$ cat config.mk
export PLATFORM = sky130hd
export DESIGN_NAME = seq_restoring_divider
export DESIGN_NICKNAME = d
export VERILOG_FILES = /design/src/rtl/seq_restoring_divider_pkg.sv /design/src/rtl/Full_adder.sv /design/src/rtl/seq_restoring_divider_div_step.sv /design/src/rtl/seq_restoring_divider.sv
export SDC_FILE = /design/constraint.sdc
export NUM_CORES = 1
export LEC_CHECK = 0
export CELL_PAD_IN_SITES_DETAIL_PLACEMENT = 1
export CELL_PAD_IN_SITES_GLOBAL_PLACEMENT = 1
export CORE_MARGIN = 2
export CORE_UTILIZATION = 45
export DETAILED_ROUTE_END_ITERATION = 8
export PLACE_DENSITY = 0.81
export SLEW_MARGIN = 10
export SYNTH_ARGS = -nofsm -noshare
export SYNTH_HDL_FRONTEND = slang
export SYNTH_HIERARCHICAL = 1
export SYNTH_SLANG_ARGS = --single-unit
export TNS_END_PERCENT = 100
$ cat constraint.sdc
create_clock -name clk -period 5.63 [get_ports clk]
set_input_delay 0.8445 -clock clk [delete_from_list [all_inputs] [get_ports clk]]
set_output_delay 0.8445 -clock clk [all_outputs]
set_load 0.01 [all_outputs]
$ cat src/rtl/seq_restoring_divider_pkg.sv
// Shared constants for the iterative restoring divider.
// No logic; state encoding and default operand width only.
// Not applicable (package).
package seq_restoring_divider_pkg;

   localparam int DEF_WIDTH = 4;

   typedef enum logic [1:0] {
      IDLE = 2'd0,
      RUN  = 2'd1,
      DONE = 2'd2
   } state_e;

endpackage

$ cat src/rtl/Full_adder.sv
// One-bit full adder cell used to build ripple arithmetic.
// Combinational, zero cycles.
// No flow control.
module Full_adder (
   input  logic a,
   input  logic b,
   input  logic cin,
   output logic sum,
   output logic cout
);

   assign sum  = a ^ b ^ cin;
   assign cout = (a & b) | (cin & (a ^ b));

endmodule

$ cat src/rtl/seq_restoring_divider_div_step.sv
// Single restoring division stage: trial-subtract D from the shifted remainder.
// Combinational, zero cycles.
// No flow control.
module div_step
   import seq_restoring_divider_pkg::*;
#(
   parameter int WIDTH = DEF_WIDTH
) (
   input  logic [WIDTH:0]   sr_i,     // remainder after the left shift, WIDTH+1 bits
   input  logic [WIDTH-1:0] d_i,      // divisor
   output logic [WIDTH-1:0] r_o,      // next remainder
   output logic             q_bit_o   // quotient bit produced by this stage
);

   logic [WIDTH:0]   b_inv;
   logic [WIDTH:0]   diff;
   logic [WIDTH+1:0] carry;

   // sr - d as sr + ~d + 1 over WIDTH+1 bits
   assign b_inv    = ~{1'b0, d_i};
   assign carry[0] = 1'b1;

   for (genvar i = 0; i <= WIDTH; i++) begin : g_sub
      Full_adder u_fa (
         .a    (sr_i[i]),
         .b    (b_inv[i]),
         .cin  (carry[i]),
         .sum  (diff[i]),
         .cout (carry[i+1])
      );
   end

   // Non-negative trial: no borrow out and sign bit clear. With R < D kept
   // between iterations both conditions coincide.
   assign q_bit_o = carry[WIDTH+1] & ~diff[WIDTH];
   assign r_o     = q_bit_o ? diff[WIDTH-1:0] : sr_i[WIDTH-1:0];

endmodule

$ cat src/rtl/seq_restoring_divider.sv
// Iterative unsigned restoring divider, one quotient bit per clock.
// done pulses WIDTH+1 edges after the start edge (2 edges for a zero divisor).
// start is accepted only in IDLE; starts while busy are dropped, no queuing.
module seq_restoring_divider
   import seq_restoring_divider_pkg::*;
#(
   parameter int WIDTH = DEF_WIDTH
) (
   input  logic             clk,
   input  logic             rst_n,
   input  logic             start,
   input  logic [WIDTH-1:0] dividend,
   input  logic [WIDTH-1:0] divisor,
   output logic             busy,
   output logic             done,
   output logic [WIDTH-1:0] quotient,
   output logic [WIDTH-1:0] remainder,
   output logic             div_by_zero
);

   localparam int CW = $clog2(WIDTH) + 1;

   state_e           state_q, state_d;
   logic [CW-1:0]    cnt_q, cnt_d;
   logic [WIDTH-1:0] r_q, r_d;
   logic [WIDTH-1:0] q_q, q_d;
   logic [WIDTH-1:0] d_q, d_d;
   logic [WIDTH-1:0] quo_q, quo_d;
   logic [WIDTH-1:0] rem_q, rem_d;
   logic             dbz_q, dbz_d;

   logic [WIDTH-1:0] step_r;
   logic             step_q;
   logic [WIDTH-1:0] q_shift;

   assign q_shift = {q_q[WIDTH-2:0], step_q};

   div_step #(.WIDTH(WIDTH)) u_step (
      .sr_i    ({r_q, q_q[WIDTH-1]}),
      .d_i     (d_q),
      .r_o     (step_r),
      .q_bit_o (step_q)
   );

   // State and datapath registers, cleared asynchronously
   always_ff @(posedge clk or negedge rst_n) begin
      if (!rst_n) begin
         state_q <= IDLE;
         cnt_q   <= '0;
         r_q     <= '0;
         q_q     <= '0;
         d_q     <= '0;
         quo_q   <= '0;
         rem_q   <= '0;
         dbz_q   <= 1'b0;
      end else begin
         state_q <= state_d;
         cnt_q   <= cnt_d;
         r_q     <= r_d;
         q_q     <= q_d;
         d_q     <= d_d;
         quo_q   <= quo_d;
         rem_q   <= rem_d;
         dbz_q   <= dbz_d;
      end
   end

   // Next-state and datapath update; results only move on the edge into DONE
   always_comb begin
      state_d = state_q;
      cnt_d   = cnt_q;
      r_d     = r_q;
      q_d     = q_q;
      d_d     = d_q;
      quo_d   = quo_q;
      rem_d   = rem_q;
      dbz_d   = dbz_q;
      case (state_q)
         IDLE: begin
            if (start) begin
               q_d     = dividend;
               d_d     = divisor;
               r_d     = '0;
               cnt_d   = '0;
               dbz_d   = 1'b0;
               state_d = RUN;
            end
         end
         RUN: begin
            if (d_q == '0) begin
               // Zero divisor: a single pass with no iteration, so done still
               // lands two edges after start; Q still holds the dividend.
               quo_d   = '1;
               rem_d   = q_q;
               dbz_d   = 1'b1;
               state_d = DONE;
            end else begin
               r_d   = step_r;
               q_d   = q_shift;
               cnt_d = cnt_q + 1'b1;
               if (cnt_q == CW'(WIDTH - 1)) begin
                  quo_d   = q_shift;
                  rem_d   = step_r;
                  state_d = DONE;
               end
            end
         end
         DONE: begin
            state_d = IDLE;
         end
         default: begin
            state_d = IDLE;
         end
      endcase
   end

   assign busy        = (state_q != IDLE);
   assign done        = (state_q == DONE);
   assign quotient    = quo_q;
   assign remainder   = rem_q;
   assign div_by_zero = dbz_q;

endmodule
==> impl_metrics.tcl <==
set metrics [dict create \
    grt_pass1_wl_um 5270 \
    multiInputGateArea_um2 622 \
    synth_edf_count 0 \
    worstRegToRegCells 10 \
    status "finished, final reports clean" \
    clk_pin_slew_ns 0.15 \
    finalCriticalPeriod_ns 3.48 \
    start_util_pct 48.0 \
    cts_hold_buffers 0 \
    regArea_um2 651 \
    worst_slew_pin_slew_ns 0.890 \
    nFillCells 300 \
    root_buffer "clkbuf_4" \
    tns_ns 0 \
    layout_commonest_cell "dfrtp_1" \
    synth_cells 108 \
    crit_required_ns 5.80 \
    syn_area_mm2 0.00134 \
    min_to "quotient[2]" \
    dp_hpwl_um 2250 \
    nets 149 \
    grt_pass1_vias 1075 \
    ir_worst_vdd_v 0.000330 \
    route.vias.total 943 \
    final_cell_mix "dfrtp_1, clkdlybuf4s50_1, o21ai_0, nand2_1" \
    cts_num_sinks 26 \
    slew_headroom_pct 40.6 \
    ios 22 \
    viasPerCell 5.86 \
    whs_ns 0.520 \
    cp_slowest_stage_delay_ns 0.50 \
    rsz0062_at_grt "false" \
    synth_top_flop_cell "dfrtp_1" \
    cts_max_level 1 \
    synth_largest_area_cell "dfrtp_1" \
    dieHeight_um 58.5 \
    first_pass_iters 4 \
    crit_slowest_cell "fa_1" \
    drtAntennaViolNets 0 \
    powerDensity_mw_per_mm2 634 \
    hold_class "flip-flop to flip-flop" \
    async_reset_ff_share_pct 100 \
    avgSynthCellArea_um2 12.4 \
    whs_path_depth 1 \
    setup_viol 0 \
    grt_start_max_net_pins 27 \
    dieArea_mm2 0.00342 \
    gr-total-overflow 0 \
    cts.path.max_buffers 2 \
    routed_wl_um 3080 \
    worstHoldStart "quotient[2]" \
    max_cap_viol_count 0 \
    yosysUniqueCellTypes 29 \
    wl_per_cell_um 19.1 \
    yosysWarningCount 6 \
    area_growth_syn_to_layout_pct 18.9 \
    drive_gt1_share_pct 20.0 \
    drc_errors 0 \
    finalHoldViolCount 0 \
    path_cells "inv_1, fa_1, fa_1, fa_1, fa_1, fa_1, nand2b_4, mux2_4, o22ai_1, a2bb2oi_1" \
    drv_slew 0 \
    cts_tree "done" \
    critPathMaxFanout 5 \
    stdcell_count 161 \
    clk_latency_ns 0.32 \
    synth_top_area_share_pct 48.7 \
    gp_congestion 0.798 \
    end_kind "flip-flop" \
    cts_made_buffers 3 \
    r2r_start "d_q[0]" \
    ys_ff_latch 26 \
    r2r_setup_slack_ns 2.15 \
    num_antenna_cells 0 \
    port_buffers 21 \
    post-route-util_pct 57.1 \
    cts_setup_buffers 0 \
    core-area_mm2 0.00278 \
    p_leak_nw 0.687 \
    cts_resized 0 \
    fin_skew_ns 0.00742 \
    crit_arrival_ns 3.65 \
    grt.total_usage_pct 20.5 \
    synth.yosys.seq_area_share_pct 48.7 \
    fp.dieW_um 58.5 \
    criticalPathCategory "flip-flop to flip-flop" \
    antenna_found_initial 0 \
    fp-row-count 19 \
    max_freq_ghz 0.287 \
    yosys-top-cells-area "dfrtp_1, fa_1, mux2_4, mux2_2, o221a_2" \
    drt-initial-drc-count 17 \
    fin_crit_sh_pct 61.8 \
    crit_path_start_kind "flip-flop" \
    place_inst 157 \
    r2r-end "remainder[1]" \
    path_common_cell "fa_1" \
]
## layer usage
layer,GRT usage (%),vias up,share of wire (%)
met5,0,-,0
met4,12.6,0,3.5
met3,3.30,12,4.6
met2,32.4,30,48
met1,26.2,472,44
li1,-,429,-
## sequential cells by signal, indices dropped and copies added, names as in the netlist
register,count
remainder,4
q_q,4
r_q,4
div_by_zero,1
cnt_q,3
quotient,4
d_q,4
state_q,2
## critical path, delay by kind of cell, from the launching register on
kind                     cells  cell delay [ns]
adder cells (fa/ha/maj)      5             2.08
buffers and inverters        1             0.09
flip-flops                   1             0.47
AND/OR/NAND/NOR              1             0.17
AO/OA/AOI/OAI                2             0.20
multiplexers                 1             0.32
## synth_stat cells (5+ instances only)
master,number
dfrtp_1,26
o21ai_0,8
nand2_1,7
inv_1,6
nand3_1,6
fa_1,5
or2_2,5
## cell families (layout without fill, tap and decap cells)
logic type / after synthesis / count (layout) / synth area share [%]
AOI/OAI and AO/OA: 28 / 28 / 16.2
adders and majority gates: 7 / 7 / 9.37
buffers and inverters: 11 / 32 / 4.97
DFF: 26 / 26 / 48.7
muxes: 9 / 9 / 8.62
other: 1 / 2 / 0.281
and+or+nand+nor: 26 / 26 / 11.8
## how the worst max path moves through the flow
| stage | from | to | slack [ns] | cells after the start |
|---|---|---|---|---|
| after detailed placement | d_q[0] | remainder[2] | 2.17 | 10 |
| final | d_q[0] | remainder[1] | 2.15 | 10 |
| after global placement | d_q[0] | remainder[3] | 2.29 | 10 |
| after floorplan | d_q[0] | remainder[0] | 2.40 | 10 |
| after CTS | d_q[0] | remainder[1] | 2.14 | 10 |
| after global routing | d_q[0] | remainder[2] | 2.01 | 10 |
## per-stage QoR
| step | worst slack [ns] | area (um^2) | total power (W) |
|---|---|---|---|
| after detailed placement | 2.17 | 1550 | 0.000909 |
| after global routing | 2.01 | 1590 | 0.00108 |
| after global placement | 2.29 | 1550 | 0.000868 |
| after floorplan | 2.40 | 1340 | 0.000727 |
| final | 2.15 | 1590 | 0.00101 |
| after CTS | 2.14 | 1590 | 0.00101 |
## cell type report
class | instances | area share, %
clock buffer | 4 | 2.29
inverter | 6 | 1.42
multi-input combinational | 72 | 39.2
sequential | 26 | 41.0
tap | 31 | 2.44
timing repair buffer | 22 | 13.7
## power breakdown
group | switching [W] | internal (W)
Sequential | 0.0000898 | 0.000277
Clock | 0.0000565 | 0.0000395
Combinational | 0.000260 | 0.000283
Total | 0.000407 | 0.000600
(Power assumes the default switching activity.)
